[src/rtl/bldc_commutator_if.sv]
// Hall/PWM inputs, gate drive and status for the six-step commutator.
// slave is the commutator side; master is the controller/driver side.
interface bldc_commutator_if;
  logic [2:0]  hall;
  logic        pwm_in;
  logic        dir;
  logic        enable;
  logic        clear_fault;
  logic        INHA;
  logic        INLA;
  logic        INHB;
  logic        INLB;
  logic        INHC;
  logic        INLC;
  logic [2:0]  sector;
  logic [1:0]  state;
  logic [1:0]  fault;
  logic [23:0] commutation_count;

  modport slave (
    input  hall, pwm_in, dir, enable, clear_fault,
    output INHA, INLA, INHB, INLB, INHC, INLC,
    output sector, state, fault, commutation_count
  );

  modport master (
    output hall, pwm_in, dir, enable, clear_fault,
    input  INHA, INLA, INHB, INLB, INHC, INLC,
    input  sector, state, fault, commutation_count
  );
endinterface

[src/rtl/bldc_commutator.sv]
// Six-step BLDC commutation: hall sync/filter, sector decode, dead time,
// invalid-hall and stall faults, signed commutation step counter.
module bldc_commutator #(
  parameter int DEADTIME_CYCLES = 32,
  parameter int HALL_FILTER     = 4,
  parameter int STALL_CYCLES    = 3_200_000
) (
  input  logic CLK,
  input  logic reset,
  bldc_commutator_if.slave bus
);

  typedef enum logic [1:0] {
    IDLE  = 2'd0,
    DEAD  = 2'd1,
    DRIVE = 2'd2,
    FAULT = 2'd3
  } state_t;

  localparam logic [15:0] HF  = 16'(HALL_FILTER);
  localparam logic [15:0] DTL = 16'(DEADTIME_CYCLES - 1);
  localparam logic [31:0] STL = 32'(STALL_CYCLES);
  localparam bit          STALL_ON = (STALL_CYCLES != 0);

  // hall code -> sector, 7 for the two impossible codes
  function automatic logic [2:0] decode(input logic [2:0] code);
    logic [2:0] s;
    s = 3'd7;
    unique case (code)
      3'b101:  s = 3'd0;
      3'b100:  s = 3'd1;
      3'b110:  s = 3'd2;
      3'b010:  s = 3'd3;
      3'b011:  s = 3'd4;
      3'b001:  s = 3'd5;
      default: s = 3'd7;
    endcase
    return s;
  endfunction

  // {hi[C,B,A], lo[C,B,A]}; reverse swaps the high and low phase
  function automatic logic [5:0] pattern(
    input logic [2:0] s,
    input logic       rev
  );
    logic [2:0] hi;
    logic [2:0] lo;
    hi = 3'b000;
    lo = 3'b000;
    unique case (s)
      3'd0: begin hi = 3'b001; lo = 3'b010; end
      3'd1: begin hi = 3'b001; lo = 3'b100; end
      3'd2: begin hi = 3'b010; lo = 3'b100; end
      3'd3: begin hi = 3'b010; lo = 3'b001; end
      3'd4: begin hi = 3'b100; lo = 3'b001; end
      3'd5: begin hi = 3'b100; lo = 3'b010; end
      default: begin hi = 3'b000; lo = 3'b000; end
    endcase
    return rev ? {lo, hi} : {hi, lo};
  endfunction

  // {INHA,INLA,INHB,INLB,INHC,INLC} from a pattern and the pwm level
  function automatic logic [5:0] gate(
    input logic [5:0] p,
    input logic       pwm
  );
    return {pwm & p[3], p[0],
            pwm & p[4], p[1],
            pwm & p[5], p[2]};
  endfunction

  function automatic logic [2:0] inc6(input logic [2:0] s);
    return (s == 3'd5) ? 3'd0 : s + 3'd1;
  endfunction

  function automatic logic [2:0] dec6(input logic [2:0] s);
    return (s == 3'd0) ? 3'd5 : s - 3'd1;
  endfunction

  logic [2:0]  sync1;
  logic [2:0]  sync2;
  logic [2:0]  last;
  logic [15:0] fcnt;
  logic [15:0] fcnt_nx;
  logic [2:0]  sector;
  logic [2:0]  new_sec;
  logic        accept;
  logic        sec_chg;
  logic        step_up;
  logic        step_dn;
  logic [23:0] count;

  state_t      st;
  logic [1:0]  flt;
  logic [15:0] dcnt;
  logic [31:0] stall;
  logic        stall_hit;
  logic [5:0]  pat;
  logic [5:0]  pat_q;
  logic [5:0]  g;

  // run length of identical synced samples and the sector step it implies
  always_comb begin
    fcnt_nx = 16'd1;
    if (sync2 == last) begin
      fcnt_nx = (fcnt >= HF) ? HF : fcnt + 16'd1;
    end
    accept  = (fcnt_nx >= HF);
    new_sec = decode(sync2);
    sec_chg = accept && (new_sec != sector);
    step_up = sec_chg && (sector != 3'd7) && (new_sec != 3'd7)
              && (new_sec == inc6(sector));
    step_dn = sec_chg && (sector != 3'd7) && (new_sec != 3'd7)
              && (new_sec == dec6(sector));
    pat       = pattern(sector, bus.dir);
    stall_hit = STALL_ON && ((stall + 32'd1) >= STL);
  end

  // hall synchronizer, filter, accepted sector and net step counter
  always_ff @(posedge CLK) begin
    if (reset) begin
      sync1  <= 3'd0;
      sync2  <= 3'd0;
      last   <= 3'd0;
      fcnt   <= 16'd0;
      sector <= 3'd7;
      count  <= 24'd0;
    end else begin
      sync1 <= bus.hall;
      sync2 <= sync1;
      last  <= sync2;
      fcnt  <= fcnt_nx;
      if (accept) begin
        sector <= new_sec;
      end
      if (step_up) begin
        count <= count + 24'd1;
      end else if (step_dn) begin
        count <= count - 24'd1;
      end
    end
  end

  // commutation FSM with registered gate drive, dead time and faults
  always_ff @(posedge CLK) begin
    if (reset) begin
      st    <= IDLE;
      flt   <= 2'd0;
      dcnt  <= 16'd0;
      stall <= 32'd0;
      pat_q <= 6'd0;
      g     <= 6'd0;
    end else begin
      g <= 6'd0;
      unique case (st)
        IDLE: begin
          if (bus.enable) begin
            if (sector == 3'd7) begin
              st  <= FAULT;
              flt <= 2'd1;
            end else begin
              st   <= DEAD;
              dcnt <= 16'd0;
            end
          end
        end
        DEAD: begin
          if (sector == 3'd7) begin
            st  <= FAULT;
            flt <= 2'd1;
          end else if (!bus.enable) begin
            st <= IDLE;
          end else if (dcnt >= DTL) begin
            st    <= DRIVE;
            pat_q <= pat;
            stall <= 32'd0;
            g     <= gate(pat, bus.pwm_in);
          end else begin
            dcnt <= dcnt + 16'd1;
          end
        end
        DRIVE: begin
          if (sector == 3'd7) begin
            st  <= FAULT;
            flt <= 2'd1;
          end else if (stall_hit) begin
            st  <= FAULT;
            flt <= 2'd2;
          end else if (!bus.enable) begin
            st <= IDLE;
          end else if (pat != pat_q) begin
            st   <= DEAD;
            dcnt <= 16'd0;
          end else begin
            g     <= gate(pat_q, bus.pwm_in);
            stall <= sec_chg ? 32'd0 : stall + 32'd1;
          end
        end
        FAULT: begin
          if (bus.clear_fault && !bus.enable) begin
            st  <= IDLE;
            flt <= 2'd0;
          end
        end
        default: st <= IDLE;
      endcase
    end
  end

  assign bus.INHA              = g[5];
  assign bus.INLA              = g[4];
  assign bus.INHB              = g[3];
  assign bus.INLB              = g[2];
  assign bus.INHC              = g[1];
  assign bus.INLC              = g[0];
  assign bus.sector            = sector;
  assign bus.state             = st;
  assign bus.fault             = flt;
  assign bus.commutation_count = count;

endmodule
[src/flat_wrapper.sv]
// flat-port wrapper written by rule: the top's interface ports become plain ports
module bldc_commutator_flat 
#(
  parameter int DEADTIME_CYCLES = 32,
  parameter int HALL_FILTER     = 4,
  parameter int STALL_CYCLES    = 3_200_000
)
  (CLK, reset, bus_hall, bus_pwm_in, bus_dir, bus_enable, bus_clear_fault, bus_INHA, bus_INLA, bus_INHB, bus_INLB, bus_INHC, bus_INLC, bus_sector, bus_state, bus_fault, bus_commutation_count);
  bldc_commutator_if bus_i ();
  input  logic CLK;
  input  logic reset;
  input wire logic [$bits(bus_i.hall)-1:0] bus_hall;
  input wire logic [$bits(bus_i.pwm_in)-1:0] bus_pwm_in;
  input wire logic [$bits(bus_i.dir)-1:0] bus_dir;
  input wire logic [$bits(bus_i.enable)-1:0] bus_enable;
  input wire logic [$bits(bus_i.clear_fault)-1:0] bus_clear_fault;
  output wire logic [$bits(bus_i.INHA)-1:0] bus_INHA;
  output wire logic [$bits(bus_i.INLA)-1:0] bus_INLA;
  output wire logic [$bits(bus_i.INHB)-1:0] bus_INHB;
  output wire logic [$bits(bus_i.INLB)-1:0] bus_INLB;
  output wire logic [$bits(bus_i.INHC)-1:0] bus_INHC;
  output wire logic [$bits(bus_i.INLC)-1:0] bus_INLC;
  output wire logic [$bits(bus_i.sector)-1:0] bus_sector;
  output wire logic [$bits(bus_i.state)-1:0] bus_state;
  output wire logic [$bits(bus_i.fault)-1:0] bus_fault;
  output wire logic [$bits(bus_i.commutation_count)-1:0] bus_commutation_count;
  assign bus_i.hall = bus_hall;
  assign bus_i.pwm_in = bus_pwm_in;
  assign bus_i.dir = bus_dir;
  assign bus_i.enable = bus_enable;
  assign bus_i.clear_fault = bus_clear_fault;
  assign bus_INHA = bus_i.INHA;
  assign bus_INLA = bus_i.INLA;
  assign bus_INHB = bus_i.INHB;
  assign bus_INLB = bus_i.INLB;
  assign bus_INHC = bus_i.INHC;
  assign bus_INLC = bus_i.INLC;
  assign bus_sector = bus_i.sector;
  assign bus_state = bus_i.state;
  assign bus_fault = bus_i.fault;
  assign bus_commutation_count = bus_i.commutation_count;
  bldc_commutator #(.DEADTIME_CYCLES(DEADTIME_CYCLES), .HALL_FILTER(HALL_FILTER), .STALL_CYCLES(STALL_CYCLES)) u_core (.CLK(CLK), .reset(reset), .bus(bus_i));
endmodule
[config.mk]
export PLATFORM = sky130hd
export DESIGN_NAME = bldc_commutator_flat
export DESIGN_NICKNAME = d
export VERILOG_FILES = /design/src/rtl/bldc_commutator_if.sv /design/src/rtl/bldc_commutator.sv /design/src/flat_wrapper.sv
export SDC_FILE = /design/constraint.sdc
export NUM_CORES = 1
export LEC_CHECK = 0
export CORE_ASPECT_RATIO = 0.5
export CORE_MARGIN = 8
export CORE_UTILIZATION = 59
export DETAILED_ROUTE_END_ITERATION = 10
export GPL_TIMING_DRIVEN = 0
export PLACE_DENSITY = 0.78
export SETUP_SLACK_MARGIN = 0.05
export SLEW_MARGIN = 5
export SYNTH_ARGS = -nofsm -noshare
export SYNTH_HDL_FRONTEND = slang
export SYNTH_SLANG_ARGS = --single-unit
[constraint.sdc]
create_clock -name CLK -period 5.5 [get_ports CLK]
set_clock_uncertainty 0.1 [all_clocks]
set_input_delay 1.1 -clock CLK [delete_from_list [all_inputs] [get_ports CLK]]
set_output_delay 1.1 -clock CLK [all_outputs]
set_load 0.02 [all_outputs]
==> flow_summary.toml, run 1 <==
[critical_path]
r2r_slack_ps = 430
critPathRequiredTime_ps = 5710
rr_worst_depth = 18
crit_path_start_kind = "flop"
path_max_fanout = 24
arrival_ps = 5280
end_kind = "flop"
regToRegEndpoint = "u_core.bus.commutation_count[22]$_SDFFE_PP0P_"
crit-reg2reg-launch = "u_core.bus.sector[1]$_SDFFE_PP1P_"
setup.worst_path.class = "reg -> reg"

[run]
drv_cap = 0

[sta]
max_freq_ghz = 0.1974
finalHoldViolations = 0
layout_setup_ws_ps = 434.2
setup_viol = 0
max_slew_margin = 0.3578
period_share = 0.9211
drv_slew = 0
worst_slew_pin_slew_ps = 953.3
rsz0062_at_grt = "false"
period_minus_slack_ps = 5066

[floorplan]
num_rows = 28
die_y_um = 92.49
die_x_um = 169.0
fp.coreArea_um2 = 11600
io_pins = 46
initial_utilization = 0.5954
die_area_um2 = 15630

[finish]
stdcell_area_um2 = 8179
final_common_cell = "dfxtp_1"
layout.nets = 985
n_antenna_cell = 0
final_cell_mix = "dfxtp_1, nor2_1, a21oi_1"
drive_gt1_frac = 0.07150
fin_cells = 1116
area_growth_pct = 18.47

[global_routing]
gr-total-overflow = 0
grt_util_all_layers = 0.2478
grt_pass1_wl_um = 31770
first_global_vias = 6253
antenna_found_initial = 0
grt_max_degree = 25

[yosys]
ys_seq_area_frac = 0.3364
synth_cells = 861
synth.avg_cell_area_um2 = 8.019
yosys_register_bits = 116
netlist_area_um2 = 6904
yosysWarnings = 0
async_flop_share = 0
synth_cell_type_count = 75
synth_edf_count = 0
ys.flop_type = "dfxtp_1"

[clocking]
cts_tree = "done"
clk_path_buf_depth = 2
numCtsBuffers = 17
clock-sinks = 116
cts_htree_levels = 4
root_buffer = "clkbuf_16"
insertion_delay_ps = 420
path_clk_slew_ps = 60

[power_and_ir_drop]
switching_share = 0.3402
power_density_nw_per_um2 = 301.3
vdd_drop_max_mv = 0.2148
internal_power_mw = 1.626
p_comb_frac = 0.216
p_clk_frac = 0.424
p_leak_nw = 3.160
switchingPower_mw = 0.8384
seq_power_share = 0.360

[detailed_routing]
wirelength_um = 19770
ant_nets = 0
num_vias = 7006
drt_first_pass_iters = 5
routedWlPerCell_um = 17.71
viasPerCell = 6.278
drtIter0Drc = 860
post-route-drc-count = 0

[run_status]
outcome = "completed"

[place]
port_buffers = 44
gp_congestion = 0.9680
dp_cells = 1082
post-place-ws_ps = -5.405
hpwl_um = 14270
placed_area_um2 = 7596

[min_path]
hold_class = "reg -> reg"
hold_path_end = "u_core.sync2[1]$_SDFF_PP0_"
whs_path_depth = 1
hp-start = "u_core.sync1[1]$_SDFF_PP0_"
layer usage:
metal	wire length [um]	GRT usage	part of all wire
met1	9279	0.3580	0.47
met3	2132	0.05815	0.11
met2	8025	0.3584	0.41
met5	0	0	0
met4	328	0.07535	0.017
Yosys cell counts (17+ instances only):
cell type    n  area, um2
xor2_1      20      175.2
dfxtp_1    116       2322
nor3_1      25      125.1
o31ai_1     18      135.1
o211ai_1    17      127.6
a21oi_1     73      365.4
nand2_1     54      202.7
xnor2_1     20      175.2
clkbuf_1    38      142.6
nand3_1     29      145.1
ha_1        37      462.9
o21ai_0     42      210.2
nor2b_1     19      118.9
inv_1       30      112.6
nor2_1     106      397.9
worst max path at each step:
| stage | to | cells past startpoint | startpoint |
|---|---|---|---|
| 2_1_floorplan | u_core.bus.commutation_count[23]$_SDFFE_PP0P_ | 18 | u_core.bus.sector[1]$_SDFFE_PP1P_ |
| 3_3_place_gp | u_core.bus.commutation_count[23]$_SDFFE_PP0P_ | 18 | u_core.bus.sector[1]$_SDFFE_PP1P_ |
| 3_5_place_dp | u_core.bus.commutation_count[23]$_SDFFE_PP0P_ | 18 | u_core.bus.sector[1]$_SDFFE_PP1P_ |
| 4_1_cts | u_core.bus.commutation_count[22]$_SDFFE_PP0P_ | 18 | u_core.bus.sector[1]$_SDFFE_PP1P_ |
| 5_1_grt | u_core.bus.commutation_count[23]$_SDFFE_PP0P_ | 19 | u_core.bus.sector[1]$_SDFFE_PP1P_ |
| 6_report | u_core.bus.commutation_count[22]$_SDFFE_PP0P_ | 18 | u_core.bus.sector[1]$_SDFFE_PP1P_ |
worst max-delay path, cell delays in order (launching register included):
cell	delay (ps)
dfxtp_1	300
clkbuf_2	190
clkbuf_2	240
nand2_1	150
inv_1	120
ha_1	190
clkbuf_1	200
nor3_1	220
or3b_2	480
or2_4	370
ha_1	310
nor4_1	320
o211ai_1	200
a221oi_2	360
o211ai_1	180
and3_1	190
a31oi_1	270
o21ai_0	210
o311ai_0	320
registers in the layout, summed over array words and instances, names as in the netlist:
register and flops:
u_core.stall 32, u_core.dcnt 16, u_core.sync1 3, u_core.bus.state 2, u_core.bus.fault 2, u_core.sync2 3, u_core.pat_q 6, u_core.g 6
u_core.bus.sector 3, u_core.fcnt 16, u_core.bus.commutation_count 24, u_core.last 3
stage by stage:
| stage | total power [mW] | hold slack, ps | util | TNS, ps |
|---|---|---|---|---|
| detailed placement | 1.402 | 336.0 | 0.6551 | -5.405 |
| floorplan | 1.251 | 313.8 | - | 0 |
| global route | 2.541 | 357.5 | 0.7053 | 0 |
| CTS | 2.439 | 348.7 | 0.7031 | 0 |
| finish | 2.464 | 342.0 | 0.7053 | 0 |
| global placement | 1.383 | 324.2 | 0.6551 | 0 |
layout make-up:
type / instances / area, um2
fill: 909 / 3417
buffer: 52 / 230.2
multi-input combinational: 675 / 4302
tap: 165 / 206.4
clock inverter: 14 / 121.4
inverter: 30 / 112.6
sequential: 116 / 2322
timing repair buffer: 46 / 455.4
clock buffer: 18 / 429.2
power groups by stage:
| stage | clock [mW] | sequential [mW] | combinational [mW] |
|---|---|---|---|
| after global placement | 0 | 0.901 | 0.481 |
| final | 1.05 | 0.886 | 0.532 |
| after global routing | 1.09 | 0.889 | 0.567 |
| after CTS | 1.05 | 0.885 | 0.508 |
| after floorplan | 0 | 0.914 | 0.338 |
| after detailed placement | 0 | 0.904 | 0.498 |
what timing repair did:
action	in CTS	in global routing
pin swaps	0	1
endpoints found under the setup margin	2	8
setup buffers	0	2
gates resized for setup	2	6
hold buffers	0	0
gates cloned	0	0
cells by family (layout without fill, tap and decap cells):
| logic type | after synthesis | after routing | synth area share |
|---|---|---|---|
| buf+inv | 82 | 160 | 0.04911 |
| simple gates | 333 | 333 | 0.2510 |
| mux | 8 | 8 | 0.01160 |
| compound gates | 243 | 243 | 0.2307 |
| flops | 116 | 116 | 0.3364 |
| other cells | 1 | 13 | 0.0005432 |
| xor+xnor | 40 | 40 | 0.05074 |
| fa+ha+maj | 38 | 38 | 0.06995 |
(Power assumes the default switching activity.)
==> run 2, diff against run 1 <==
- CTS_CLUSTER_SIZE: default -> 12
==> results of run 2 <==
Final layout, timing and power as in run 1 (identical DEF).
